**config.mk**
```make
export PLATFORM = sky130hd
export DESIGN_NAME = combat_round_ctrl_flat
export DESIGN_NICKNAME = d
export VERILOG_FILES = /design/src/rtl/combat_pkg.sv /design/src/rtl/combat_round_ctrl_if.sv /design/src/rtl/combat_round_ctrl_attack_channel.sv /design/src/rtl/combat_round_ctrl.sv /design/src/flat_wrapper.sv
export SDC_FILE = /design/constraint.sdc
export NUM_CORES = 1
export LEC_CHECK = 0
export CAP_MARGIN = 20
export CORE_ASPECT_RATIO = 1.1
export CORE_UTILIZATION = 65
export CTS_BUF_LIST = sky130_fd_sc_hd__clkbuf_16
export CTS_CLUSTER_DIAMETER = 40
export DETAILED_ROUTE_END_ITERATION = 6
export DONT_BUFFER_PORTS = 1
export GPL_ROUTABILITY_DRIVEN = 0
export GPL_TIMING_DRIVEN = 0
export PLACE_DENSITY = 0.91
export SETUP_SLACK_MARGIN = 0.5
export SLEW_MARGIN = 20
export SYNTH_ARGS = -nofsm -noshare
export SYNTH_HDL_FRONTEND = slang
export SYNTH_SLANG_ARGS = --single-unit
```
**constraint.sdc**
```tcl
create_clock -name clk -period 5.4 [get_ports clk]
set_input_delay 1.35 -clock clk [delete_from_list [all_inputs] [get_ports clk]]
set_output_delay 1.35 -clock clk [all_outputs]
set_load 0.01 [all_outputs]
```
**src/rtl/combat_pkg.sv**
```systemverilog
// Shared encodings for the combat round controller: round states, round
// winners, the round-timer width and the round-winner decision rule.
package combat_pkg;

  localparam int TIME_W = 11;

  typedef enum logic [1:0] {
    ST_IDLE       = 2'd0,
    ST_FIGHT      = 2'd1,
    ST_KO         = 2'd2,
    ST_MATCH_OVER = 2'd3
  } round_state_e;

  typedef enum logic [1:0] {
    WIN_NONE = 2'd0,
    WIN_P1   = 2'd1,
    WIN_P2   = 2'd2,
    WIN_DRAW = 2'd3
  } winner_e;

  // A knocked-out player has zero health, so "higher health wins, equal is
  // a draw" covers both the KO and the timeout cases.
  function automatic winner_e decide_winner(input logic [31:0] h1, input logic [31:0] h2);
    if (h1 > h2)      return WIN_P1;
    else if (h2 > h1) return WIN_P2;
    else              return WIN_DRAW;
  endfunction

endpackage

```
**src/rtl/combat_round_ctrl_if.sv**
```systemverilog
// Player inputs and status outputs of the combat round controller.
// master = game logic / collision side, slave = the controller.
interface combat_round_ctrl_if #(
  parameter int HP_W = 9
);
  import combat_pkg::*;

  logic                tick;
  logic                start;
  logic                p1_light;
  logic                p1_heavy;
  logic                p2_light;
  logic                p2_heavy;
  logic                p1_in_range;
  logic                p2_in_range;
  logic                p1_block;
  logic                p2_block;
  logic [HP_W-1:0]     health_1;
  logic [HP_W-1:0]     health_2;
  logic [1:0]          cd_busy;
  logic [1:0]          hit_pulse;
  logic [1:0]          round_state;
  logic [1:0]          round_winner;
  logic [1:0]          wins_1;
  logic [1:0]          wins_2;
  logic [TIME_W-1:0]   time_left;

  modport master (
    output tick, start, p1_light, p1_heavy, p2_light, p2_heavy,
           p1_in_range, p2_in_range, p1_block, p2_block,
    input  health_1, health_2, cd_busy, hit_pulse, round_state,
           round_winner, wins_1, wins_2, time_left
  );

  modport slave (
    input  tick, start, p1_light, p1_heavy, p2_light, p2_heavy,
           p1_in_range, p2_in_range, p1_block, p2_block,
    output health_1, health_2, cd_busy, hit_pulse, round_state,
           round_winner, wins_1, wins_2, time_left
  );

endinterface

```
**src/rtl/combat_round_ctrl_attack_channel.sv**
```systemverilog
// One player's attack path: button edge detection, heavy-over-light
// priority, cooldown counter and damage selection with block halving.
module attack_channel #(
  parameter int HP_W      = 9,
  parameter int LIGHT_DMG = 10,
  parameter int HEAVY_DMG = 25,
  parameter int LIGHT_CD  = 4,
  parameter int HEAVY_CD  = 10
) (
  input  logic            clk,
  input  logic            reset,
  input  logic            tick,
  input  logic            enable,     // round is in FIGHT
  input  logic            clear,      // drop any running cooldown
  input  logic            light,
  input  logic            heavy,
  input  logic            in_range,
  input  logic            opp_block,
  output logic            busy,
  output logic            land,
  output logic [HP_W-1:0] dmg
);
  localparam int CD_MAX = (HEAVY_CD > LIGHT_CD) ? HEAVY_CD : LIGHT_CD;
  localparam int CD_W   = $clog2(CD_MAX + 1);

  logic            light_prev_reg, heavy_prev_reg, busy_reg;
  logic [CD_W-1:0] cd_reg, cd_next;
  logic            light_edge, heavy_edge, accept;
  logic [HP_W-1:0] base_dmg;

  // Press detection, acceptance, damage select and next cooldown value.
  always_comb begin
    light_edge = light & ~light_prev_reg;
    heavy_edge = heavy & ~heavy_prev_reg;
    accept     = tick & enable & (light_edge | heavy_edge) & (cd_reg == '0);
    land       = accept & in_range;
    base_dmg   = heavy_edge ? HP_W'(HEAVY_DMG) : HP_W'(LIGHT_DMG);
    dmg        = opp_block ? (base_dmg >> 1) : base_dmg;
    cd_next    = cd_reg;
    if (tick) begin
      if (clear)
        cd_next = '0;
      else if (accept)
        cd_next = heavy_edge ? CD_W'(HEAVY_CD) : CD_W'(LIGHT_CD);
      else if (cd_reg != '0)
        cd_next = cd_reg - CD_W'(1);
    end
  end

  // Edge history advances on ticks; busy is registered alongside the count.
  always_ff @(posedge clk or posedge reset) begin
    if (reset) begin
      light_prev_reg <= 1'b0;
      heavy_prev_reg <= 1'b0;
      cd_reg         <= '0;
      busy_reg       <= 1'b0;
    end else begin
      cd_reg   <= cd_next;
      busy_reg <= (cd_next != '0);
      if (tick) begin
        light_prev_reg <= light;
        heavy_prev_reg <= heavy;
      end
    end
  end

  assign busy = busy_reg;

endmodule

```
**src/rtl/combat_round_ctrl.sv**
```systemverilog
// Two-player combat and round manager: health with saturation, round timer,
// best-of-N round FSM and win counters around two attack channels.
module combat_round_ctrl
  import combat_pkg::*;
#(
  parameter int MAX_HP      = 200,
  parameter int HP_W        = 9,
  parameter int LIGHT_DMG   = 10,
  parameter int HEAVY_DMG   = 25,
  parameter int LIGHT_CD    = 4,
  parameter int HEAVY_CD    = 10,
  parameter int ROUND_TICKS = 1200,
  parameter int KO_HOLD     = 40,
  parameter int WINS_NEEDED = 2
) (
  input  logic              clk,
  input  logic              reset,
  combat_round_ctrl_if.slave bus
);
  localparam logic [HP_W-1:0]   MAX_HP_V = HP_W'(MAX_HP);
  localparam logic [TIME_W-1:0] ROUND_V  = TIME_W'(ROUND_TICKS);
  localparam int                KO_W     = $clog2(KO_HOLD + 1);
  localparam logic [1:0]        WINS_V   = 2'(WINS_NEEDED);

  round_state_e    state_reg, state_next;
  winner_e         winner_reg, winner_next;
  logic [HP_W-1:0] health_1_reg, health_1_next, health_2_reg, health_2_next;
  logic [HP_W-1:0] h1_dmg, h2_dmg;
  logic [1:0]      wins_1_reg, wins_1_next, wins_2_reg, wins_2_next;
  logic [1:0]      hit_reg, hit_next;
  logic [TIME_W-1:0] time_left_reg, time_left_next, time_dec;
  logic [KO_W-1:0] ko_cnt_reg, ko_cnt_next;
  logic            clear_cd;

  // Per-player vectors, index 0 = P1. Channel gi attacks player 1-gi.
  logic [1:0]      light_v, heavy_v, range_v, block_v, busy_v, land_v;
  logic [HP_W-1:0] dmg_v [2];

  assign light_v = {bus.p2_light, bus.p1_light};
  assign heavy_v = {bus.p2_heavy, bus.p1_heavy};
  assign range_v = {bus.p2_in_range, bus.p1_in_range};
  assign block_v = {bus.p2_block, bus.p1_block};

  for (genvar gi = 0; gi < 2; gi++) begin : g_chan
    attack_channel #(
      .HP_W(HP_W), .LIGHT_DMG(LIGHT_DMG), .HEAVY_DMG(HEAVY_DMG),
      .LIGHT_CD(LIGHT_CD), .HEAVY_CD(HEAVY_CD)
    ) u_chan (
      .clk(clk), .reset(reset), .tick(bus.tick),
      .enable(state_reg == ST_FIGHT), .clear(clear_cd),
      .light(light_v[gi]), .heavy(heavy_v[gi]), .in_range(range_v[gi]),
      .opp_block(block_v[1-gi]),
      .busy(busy_v[gi]), .land(land_v[gi]), .dmg(dmg_v[gi])
    );
  end

  // Round FSM and datapath next-state: damage, timer, winner, KO hold.
  always_comb begin
    state_next     = state_reg;
    winner_next    = winner_reg;
    health_1_next  = health_1_reg;
    health_2_next  = health_2_reg;
    wins_1_next    = wins_1_reg;
    wins_2_next    = wins_2_reg;
    time_left_next = time_left_reg;
    ko_cnt_next    = ko_cnt_reg;
    hit_next       = 2'b00;
    clear_cd       = 1'b0;
    h1_dmg = !land_v[1] ? health_1_reg :
             (health_1_reg > dmg_v[1]) ? health_1_reg - dmg_v[1] : '0;
    h2_dmg = !land_v[0] ? health_2_reg :
             (health_2_reg > dmg_v[0]) ? health_2_reg - dmg_v[0] : '0;
    time_dec = time_left_reg - TIME_W'(1);
    if (bus.tick) begin
      case (state_reg)
        ST_IDLE: begin
          if (bus.start) begin
            state_next = ST_FIGHT;
            clear_cd   = 1'b1;
          end
        end
        ST_FIGHT: begin
          health_1_next  = h1_dmg;
          health_2_next  = h2_dmg;
          hit_next       = {land_v[0], land_v[1]};
          time_left_next = time_dec;
          if (h1_dmg == '0 || h2_dmg == '0 || time_dec == '0) begin
            state_next  = ST_KO;
            ko_cnt_next = KO_W'(KO_HOLD);
            winner_next = decide_winner(32'(h1_dmg), 32'(h2_dmg));
            if (winner_next == WIN_P1) wins_1_next = wins_1_reg + 2'd1;
            if (winner_next == WIN_P2) wins_2_next = wins_2_reg + 2'd1;
          end
        end
        ST_KO: begin
          if (ko_cnt_reg <= KO_W'(1)) begin
            if (wins_1_reg == WINS_V || wins_2_reg == WINS_V) begin
              state_next = ST_MATCH_OVER;
            end else begin
              state_next     = ST_FIGHT;
              health_1_next  = MAX_HP_V;
              health_2_next  = MAX_HP_V;
              time_left_next = ROUND_V;
              clear_cd       = 1'b1;
            end
          end else begin
            ko_cnt_next = ko_cnt_reg - KO_W'(1);
          end
        end
        default: begin  // ST_MATCH_OVER
          if (bus.start) begin
            state_next     = ST_IDLE;
            winner_next    = WIN_NONE;
            health_1_next  = MAX_HP_V;
            health_2_next  = MAX_HP_V;
            wins_1_next    = 2'd0;
            wins_2_next    = 2'd0;
            time_left_next = ROUND_V;
          end
        end
      endcase
    end
  end

  // State register; reset aborts any round straight to the idle values.
  always_ff @(posedge clk or posedge reset) begin
    if (reset) begin
      state_reg     <= ST_IDLE;
      winner_reg    <= WIN_NONE;
      health_1_reg  <= MAX_HP_V;
      health_2_reg  <= MAX_HP_V;
      wins_1_reg    <= 2'd0;
      wins_2_reg    <= 2'd0;
      time_left_reg <= ROUND_V;
      ko_cnt_reg    <= '0;
      hit_reg       <= 2'b00;
    end else begin
      state_reg     <= state_next;
      winner_reg    <= winner_next;
      health_1_reg  <= health_1_next;
      health_2_reg  <= health_2_next;
      wins_1_reg    <= wins_1_next;
      wins_2_reg    <= wins_2_next;
      time_left_reg <= time_left_next;
      ko_cnt_reg    <= ko_cnt_next;
      hit_reg       <= hit_next;
    end
  end

  assign bus.health_1     = health_1_reg;
  assign bus.health_2     = health_2_reg;
  assign bus.cd_busy      = busy_v;
  assign bus.hit_pulse    = hit_reg;
  assign bus.round_state  = state_reg;
  assign bus.round_winner = winner_reg;
  assign bus.wins_1       = wins_1_reg;
  assign bus.wins_2       = wins_2_reg;
  assign bus.time_left    = time_left_reg;

endmodule
```
**src/flat_wrapper.sv**
```systemverilog
// flat-port wrapper written by rule: the top's interface ports become plain ports
module combat_round_ctrl_flat import combat_pkg::*;
#(
  parameter int MAX_HP      = 200,
  parameter int HP_W        = 9,
  parameter int LIGHT_DMG   = 10,
  parameter int HEAVY_DMG   = 25,
  parameter int LIGHT_CD    = 4,
  parameter int HEAVY_CD    = 10,
  parameter int ROUND_TICKS = 1200,
  parameter int KO_HOLD     = 40,
  parameter int WINS_NEEDED = 2
)
  (clk, reset, bus_tick, bus_start, bus_p1_light, bus_p1_heavy, bus_p2_light, bus_p2_heavy, bus_p1_in_range, bus_p2_in_range, bus_p1_block, bus_p2_block, bus_health_1, bus_health_2, bus_cd_busy, bus_hit_pulse, bus_round_state, bus_round_winner, bus_wins_1, bus_wins_2, bus_time_left);
  combat_round_ctrl_if #(.HP_W(HP_W)) bus_i ();
  input  logic clk;
  input  logic reset;
  input wire logic [$bits(bus_i.tick)-1:0] bus_tick;
  input wire logic [$bits(bus_i.start)-1:0] bus_start;
  input wire logic [$bits(bus_i.p1_light)-1:0] bus_p1_light;
  input wire logic [$bits(bus_i.p1_heavy)-1:0] bus_p1_heavy;
  input wire logic [$bits(bus_i.p2_light)-1:0] bus_p2_light;
  input wire logic [$bits(bus_i.p2_heavy)-1:0] bus_p2_heavy;
  input wire logic [$bits(bus_i.p1_in_range)-1:0] bus_p1_in_range;
  input wire logic [$bits(bus_i.p2_in_range)-1:0] bus_p2_in_range;
  input wire logic [$bits(bus_i.p1_block)-1:0] bus_p1_block;
  input wire logic [$bits(bus_i.p2_block)-1:0] bus_p2_block;
  output wire logic [$bits(bus_i.health_1)-1:0] bus_health_1;
  output wire logic [$bits(bus_i.health_2)-1:0] bus_health_2;
  output wire logic [$bits(bus_i.cd_busy)-1:0] bus_cd_busy;
  output wire logic [$bits(bus_i.hit_pulse)-1:0] bus_hit_pulse;
  output wire logic [$bits(bus_i.round_state)-1:0] bus_round_state;
  output wire logic [$bits(bus_i.round_winner)-1:0] bus_round_winner;
  output wire logic [$bits(bus_i.wins_1)-1:0] bus_wins_1;
  output wire logic [$bits(bus_i.wins_2)-1:0] bus_wins_2;
  output wire logic [$bits(bus_i.time_left)-1:0] bus_time_left;
  assign bus_i.tick = bus_tick;
  assign bus_i.start = bus_start;
  assign bus_i.p1_light = bus_p1_light;
  assign bus_i.p1_heavy = bus_p1_heavy;
  assign bus_i.p2_light = bus_p2_light;
  assign bus_i.p2_heavy = bus_p2_heavy;
  assign bus_i.p1_in_range = bus_p1_in_range;
  assign bus_i.p2_in_range = bus_p2_in_range;
  assign bus_i.p1_block = bus_p1_block;
  assign bus_i.p2_block = bus_p2_block;
  assign bus_health_1 = bus_i.health_1;
  assign bus_health_2 = bus_i.health_2;
  assign bus_cd_busy = bus_i.cd_busy;
  assign bus_hit_pulse = bus_i.hit_pulse;
  assign bus_round_state = bus_i.round_state;
  assign bus_round_winner = bus_i.round_winner;
  assign bus_wins_1 = bus_i.wins_1;
  assign bus_wins_2 = bus_i.wins_2;
  assign bus_time_left = bus_i.time_left;
  combat_round_ctrl #(.MAX_HP(MAX_HP), .HP_W(HP_W), .LIGHT_DMG(LIGHT_DMG), .HEAVY_DMG(HEAVY_DMG), .LIGHT_CD(LIGHT_CD), .HEAVY_CD(HEAVY_CD), .ROUND_TICKS(ROUND_TICKS), .KO_HOLD(KO_HOLD), .WINS_NEEDED(WINS_NEEDED)) u_core (.clk(clk), .reset(reset), .bus(bus_i));
endmodule
```
==> results of run 1 <==
[metrics by stage]
stage / utilization, % / cell area [um2] / power (mW) / TNS [ns]
2_1_floorplan: - / 4320 / 1.92 / 0
6_report: 77.5 / 4860 / 3.00 / 0
3_3_place_gp: 70.6 / 4420 / 2.19 / 0
3_5_place_dp: 70.6 / 4430 / 2.28 / -0.0490
5_1_grt: 77.5 / 4860 / 3.17 / 0
4_1_cts: 75.7 / 4740 / 2.86 / 0
[what timing repair did]
action                     4_1_cts  5_1_grt
setup endpoints to repair        5        5
pin swaps                        2       10
gates resized for setup          7       19
gates cloned                     0        0
setup buffers                    0        3
[routing by layer]
metal | vias up | share of wire [%] | track usage (%)
li1 | 1834 | - | -
met4 | 0 | 4.0 | 13.2
met2 | 261 | 50 | 60.0
met5 | - | 0 | 0
met3 | 55 | 8.4 | 8.80
met1 | 1950 | 37 | 41.1
[layout make-up]
cell class	count	area, um2
plain buffers	19	97.6
clock buffers	9	225
clock inverters	7	58.8
fillers	399	1410
inverters	34	130
multi-input cells	380	2740
flip-flops and latches	59	1490
well taps	80	100
repair buffers	3	22.5
[logic make-up (layout without fill, tap and decap cells)]
| family | after synthesis | after routing | synth area share, % |
|---|---|---|---|
| and+or+nand+nor | 172 | 172 | 20.9 |
| muxes | 8 | 8 | 2.13 |
| AOI/OAI and AO/OA | 155 | 155 | 24.4 |
| buffers and inverters | 53 | 72 | 5.23 |
| adders and majority gates | 35 | 35 | 10.6 |
| xor gates and xnor gates | 10 | 10 | 2.05 |
| DFF | 59 | 59 | 34.8 |
[cell usage after synthesis, types with 4 or more instances]
cell                       number  area [um2]
sky130_fd_sc_hd__o31ai_1        8        60.1
sky130_fd_sc_hd__a22o_1         8        70.1
sky130_fd_sc_hd__o21ai_0       38         190
sky130_fd_sc_hd__o22ai_1        7        43.8
sky130_fd_sc_hd__nand3_1        9        45.0
sky130_fd_sc_hd__a21oi_1       34         170
sky130_fd_sc_hd__nand2_1       43         161
sky130_fd_sc_hd__dfrtp_1       49        1230
sky130_fd_sc_hd__nand2b_1       5        31.3
sky130_fd_sc_hd__o21a_1         6        45.0
sky130_fd_sc_hd__o211ai_1       6        45.0
sky130_fd_sc_hd__nor3b_1        5        37.5
sky130_fd_sc_hd__nor2_1        38         143
sky130_fd_sc_hd__a21o_1         7        52.6
sky130_fd_sc_hd__nor3_1        20         100
sky130_fd_sc_hd__or3_1         11        68.8
sky130_fd_sc_hd__clkbuf_1      12        45.0
sky130_fd_sc_hd__a211oi_1       4        30.0
sky130_fd_sc_hd__a31oi_1        4        25.0
sky130_fd_sc_hd__inv_1         34         128
sky130_fd_sc_hd__mux2_2         5        56.3
sky130_fd_sc_hd__xnor2_1        7        61.3
sky130_fd_sc_hd__dfstp_2       10         263
sky130_fd_sc_hd__nor2b_1       10        62.6
sky130_fd_sc_hd__nor4_1         6        37.5
sky130_fd_sc_hd__o22a_1         4        35.0
sky130_fd_sc_hd__ha_1          33         413
[power by group]
part / internal [mW] / leakage (nW) / switching, mW
combinational: 0.662 / 1.20 / 0.942
sequential: 0.610 / 0.733 / 0.231
clock: 0.350 / 0.138 / 0.203
[worst paths after layout]
check                                                                    from                                                 end  slack (ns)
hold / removal             u_core.g_chan[1].u_chan.light_prev_reg$_DFFE_PP0P_  u_core.g_chan[1].u_chan.light_prev_reg$_DFFE_PP0P_        0.50
min in group asynchronous                                               reset         u_core.g_chan[0].u_chan.cd_reg[2]$_DFF_PP0_        1.01
setup / recovery                                                 bus_p2_heavy                    u_core.bus.wins_1[1]$_DFFE_PP0P_        0.62
max in group asynchronous                                               reset                 u_core.bus.time_left[8]$_DFFE_PP0P_        3.90
hold reg to reg            u_core.g_chan[1].u_chan.light_prev_reg$_DFFE_PP0P_  u_core.g_chan[1].u_chan.light_prev_reg$_DFFE_PP0P_        0.50
setup reg to reg           u_core.g_chan[1].u_chan.heavy_prev_reg$_DFFE_PP0P_                    u_core.bus.wins_1[1]$_DFFE_PP0P_        1.24
==> results.sh, run 1 <==
export IMPL_cp_start_kind="primary input"
export IMPL_vdd_drop_max_mv=0.441
export IMPL_clock_tree_root_cell="sky130_fd_sc_hd__clkbuf_16"
export IMPL_yosys_synthesis_warning_count=0
export IMPL_post_place_cells=572
export IMPL_mostFrequentLayoutCells="sky130_fd_sc_hd__dfrtp_1 (49), sky130_fd_sc_hd__nand2_1 (42), sky130_fd_sc_hd__nor2_1 (37)"
export IMPL_cts_clk_slew_worst_paths_ns=0.05
export IMPL_syn_inst=492
export IMPL_finalSetupViolations=0
export IMPL_initial_utilization_pct=68.3
export IMPL_grt_antenna_before_repair=0
export IMPL_share_of_the_yosys_chip_area_belonging_to_registers_pct=34.8
export IMPL_pin_count_of_the_biggest_net_entering_global_routing=60
export IMPL_run_status="finished, violations left"
export IMPL_numCtsBuffers=9
export IMPL_hpwl_um=8110
export IMPL_clkLatencyLatePin_ns=0.34
export IMPL_num_antenna_cells=0
export IMPL_placement_io_buffers=0
export IMPL_detailroute_via_count=4100
export IMPL_grt_pass1_wl_um=18400
export IMPL_worst_setup_path_type="primary input to flip-flop"
export IMPL_cp_max_fo=9
export IMPL_crit_slowest_cell="sky130_fd_sc_hd__ha_1"
export IMPL_largest_register_ff_count=11
export IMPL_maxCapViolations=0
export IMPL_dieArea_um2=6920
export IMPL_dp_slack_ns=-0.0300
export IMPL_violations="design-rule violations"
export IMPL_chipWidth_um=79.4
export IMPL_synth_area_per_cell_um2=8.70
export IMPL_final_period_minus_worst_setup_slack_ns=4.78
export IMPL_drv_slew=0
export IMPL_cts_sink_count=59
export IMPL_cp_data_arrival_time_ns=5.00
export IMPL_drc=1
export IMPL_finalNonFillerCells=591
export IMPL_rows=30
export IMPL_worst_r2r_cell_count=18
export IMPL_routed_wl_um=12000
export IMPL_final_nets=553
export IMPL_p_leak_nw=2.07
export IMPL_cp_common_cell="sky130_fd_sc_hd__ha_1"
export IMPL_whs_ns=0.505
export IMPL_mappedNetlistArea_um2=4280
export IMPL_fin_skew_ns=0.00427
export IMPL_cts_htree_levels=3
export IMPL_routed_wire_length_per_instance_um=20.2
export IMPL_setup_repair_after_global_routing_missed_its_margin="no"
export IMPL_required_ns=5.62
export IMPL_grtUsageTotal_pct=34.6
export IMPL_timing_max_slew_rel_slack_pct=49.2
export IMPL_grt_pass1_vias=3883
export IMPL_synth_edff_count=0
export IMPL_synth_ff_type="sky130_fd_sc_hd__dfrtp_1"
export IMPL_synthesis_nets=539
export IMPL_critical_path_top_delay_family="compound AO/OA/AOI/OAI gates"
export IMPL_area_of_the_core_um2=6270
export IMPL_power_density_nw_per_um2=617
export IMPL_clockBufferDepth=2
export IMPL_final_common_cell="sky130_fd_sc_hd__dfrtp_1"
export IMPL_holdPathStages=1
export IMPL_worstPathBufferInverterCount=2
export IMPL_dr_vias_cell=6.94
export IMPL_timing_hold_worst_class="flip-flop to flip-flop"
export IMPL_floorplan_io_pins=53
export IMPL_synth_seq_cells=59
export IMPL_synth_async_reset_ratio_pct=100
export IMPL_dieHeight_um=87.1
export IMPL_globalRoute_totalOverflow=0
export IMPL_cts_hold_fix_buffers=0
export IMPL_crit_end_category="flip-flop"
export IMPL_finalHoldViolations=0
export IMPL_min_period_over_period_pct=88.5
export IMPL_cts_tree="done"
export IMPL_layout_drive_gt1_share_pct=15.5
export IMPL_worst_slew_pin_tran_ns=0.760
export IMPL_highest_clock_rate_mhz=209
export IMPL_slowest_delay_ns=0.36
export IMPL_flow_area_growth_from_synthesis_pct=13.5
export IMPL_cp_depth=18
export IMPL_antenna_left=0
export IMPL_drt_first_iter_violations=471
export IMPL_final_critical_path_setup_slack_ns=0.619
export IMPL_firstDrtPassIters=7
export IMPL_netlist_cell_type_count=70
export IMPL_cp_cell_sequence="nor2b_4, inv_2, ha_1, ha_1, and4_1, and3_1, a31o_2, clkbuf_2, o31ai_2, ha_1, nor2b_1, o21ai_0, a21oi_1, nor4_2, or2_4, o21ai_2, o2111ai_2, a22o_1"
Power figures use the tool's default switching activity.
==> inputs of run 2 (changes only) <==
Settings changed: CORE_MARGIN set to 3, HOLD_SLACK_MARGIN set to 0.03.
==> run 2 against run 1 <==
The run now ends clean; utilization increased by 1.1 points; fmax decreased by 1.8%; clock power decreased by 1%.
==> results.sh, run 2 (synthesis gave the netlist of run 1 again) <==
export IMPL_num_antenna_cells=0
export IMPL_numCtsBuffers=9
export IMPL_flow_area_growth_from_synthesis_pct=15.1
export IMPL_finalNonFillerCells=594
export IMPL_highest_clock_rate_mhz=205
export IMPL_rows=30
export IMPL_largest_register_ff_count=11
export IMPL_dr_vias_cell=7.12
export IMPL_final_period_minus_worst_setup_slack_ns=4.87
export IMPL_drc=0
export IMPL_finalSetupViolations=0
export IMPL_detailroute_via_count=4229
export IMPL_timing_hold_worst_class="flip-flop to flip-flop"
export IMPL_drt_first_iter_violations=524
export IMPL_chipWidth_um=83.4
export IMPL_clock_tree_root_cell="sky130_fd_sc_hd__clkbuf_16"
export IMPL_drv_slew=0
export IMPL_dieArea_um2=7600
export IMPL_final_nets=556
export IMPL_worst_setup_path_type="primary input to flip-flop"
export IMPL_crit_end_category="flip-flop"
export IMPL_pin_count_of_the_biggest_net_entering_global_routing=60
export IMPL_worst_slew_pin_tran_ns=0.748
export IMPL_globalRoute_totalOverflow=0
export IMPL_finalHoldViolations=0
export IMPL_setup_repair_after_global_routing_missed_its_margin="no"
export IMPL_layout_drive_gt1_share_pct=16.5
export IMPL_min_period_over_period_pct=90.2
export IMPL_initial_utilization_pct=68.3
export IMPL_dieHeight_um=91.1
export IMPL_holdPathStages=1
export IMPL_cp_data_arrival_time_ns=5.09
export IMPL_p_leak_nw=2.08
export IMPL_multi_input_area_um2=2790
export IMPL_area_of_the_core_um2=6270
export IMPL_antenna_left=0
export IMPL_layout_area_seq_um2=1490
export IMPL_required_ns=5.62
export IMPL_cts_sink_count=59
export IMPL_final_common_cell="sky130_fd_sc_hd__dfrtp_1"
export IMPL_cts_tree="done"
export IMPL_filler_cell_count=368
export IMPL_post_place_cells=572
export IMPL_placement_io_buffers=0
export IMPL_post_layout_total_power_mw=3.06
export IMPL_grt_pass1_vias=4024
export IMPL_grt_pass1_wl_um=19300
export IMPL_instance_area_after_placement_um2=4430
export IMPL_routed_wire_length_per_instance_um=21.4
export IMPL_maxCapViolations=0
export IMPL_cts_htree_levels=3
export IMPL_clkLatencyLatePin_ns=0.33
export IMPL_vdd_drop_max_mv=0.365
export IMPL_hpwl_um=8030
export IMPL_clockBufferDepth=2
export IMPL_firstDrtPassIters=7
export IMPL_mostFrequentLayoutCells="sky130_fd_sc_hd__dfrtp_1 (49), sky130_fd_sc_hd__nand2_1 (42), sky130_fd_sc_hd__nor2_1 (37)"
export IMPL_fin_skew_ns=0.00570
export IMPL_run_status="completed"
export IMPL_grtUsageTotal_pct=31.3
export IMPL_timing_max_slew_rel_slack_pct=50.1
export IMPL_final_area_um2=4930
export IMPL_cts_clk_slew_worst_paths_ns=0.05
export IMPL_power_density_nw_per_um2=620
export IMPL_cp_start_kind="primary input"
export IMPL_floorplan_io_pins=53
export IMPL_routed_wl_um=12700
export IMPL_grt_antenna_before_repair=0
export IMPL_worst_r2r_cell_count=19
export IMPL_cp_max_fo=4
run 2: cell type report:
cell class,count,area share (%)
plain buffers,19,1.98
clock buffers,9,4.57
clock inverters,7,1.07
inverters,34,2.64
multi-input cells,380,56.6
flip-flops and latches,59,30.2
well taps,80,2.03
repair buffers,6,0.914
run 2: what timing repair did:
action,in CTS,in global routing
setup endpoints to repair,6,5
gates resized for setup,11,23
pin swaps,3,11
buffers inserted,0,6
hold buffers,0,0
run 2: metal layers:
| layer | wire [um] | track usage (%) | vias up |
|---|---|---|---|
| li1 | - | - | 1833 |
| met1 | 4510 | 37.0 | 1986 |
| met2 | 6330 | 52.5 | 338 |
| met3 | 1360 | 7.89 | 72 |
| met4 | 505 | 16.1 | 0 |
| met5 | 0 | 0 | - |
run 2: power breakdown:
part	internal, mW	switching (mW)
combinational	0.684	0.977
sequential	0.610	0.239
clock	0.347	0.199
run 2: worst paths after layout:
| kind | end | start | slack (ns) |
|---|---|---|---|
| max | u_core.bus.wins_1[1]$_DFFE_PP0P_ | bus_p1_heavy | 0.53 |
| min | u_core.ko_cnt_reg[4]$_DFFE_PP0P_ | u_core.ko_cnt_reg[4]$_DFFE_PP0P_ | 0.50 |
| min reg2reg | u_core.ko_cnt_reg[4]$_DFFE_PP0P_ | u_core.ko_cnt_reg[4]$_DFFE_PP0P_ | 0.50 |
| min in group asynchronous | u_core.g_chan[0].u_chan.cd_reg[1]$_DFF_PP0_ | reset | 1.02 |
| max reg2reg | u_core.bus.wins_1[1]$_DFFE_PP0P_ | u_core.g_chan[0].u_chan.heavy_prev_reg$_DFFE_PP0P_ | 1.14 |
| max in group asynchronous | u_core.bus.health_1[2]$_DFFE_PP0P_ | reset | 3.88 |
run 2: worst max-delay path, stage by stage:
cell and delay, ns:
sky130_fd_sc_hd__nor2b_4 0.17, sky130_fd_sc_hd__inv_2 0.08, sky130_fd_sc_hd__ha_4 0.28, sky130_fd_sc_hd__ha_4 0.12, sky130_fd_sc_hd__inv_2 0.03, sky130_fd_sc_hd__fa_2 0.38
sky130_fd_sc_hd__a211oi_4 0.30, sky130_fd_sc_hd__nor3b_2 0.09, sky130_fd_sc_hd__or3_4 0.36, sky130_fd_sc_hd__a21o_1 0.19, sky130_fd_sc_hd__a21oi_2 0.19, sky130_fd_sc_hd__ha_1 0.27
sky130_fd_sc_hd__and3_4 0.17, sky130_fd_sc_hd__a41oi_2 0.20, sky130_fd_sc_hd__o31ai_2 0.11, sky130_fd_sc_hd__or2_4 0.27, sky130_fd_sc_hd__o21ai_2 0.13, sky130_fd_sc_hd__o2111ai_2 0.13
sky130_fd_sc_hd__a22o_1 0.25
run 2: through the flow:
stage | TNS, ns | hold WS (ns) | util [%] | setup WS [ns]
6_report | 0 | 0.501 | 78.6 | 0.530
5_1_grt | 0 | 0.516 | 78.6 | 0.398
4_1_cts | 0 | 0.500 | 75.9 | 0.517
3_5_place_dp | -0.285 | 0.489 | 70.6 | -0.125
3_3_place_gp | 0 | 0.480 | 70.6 | 0.0172
2_1_floorplan | 0 | 0.467 | - | 0.509
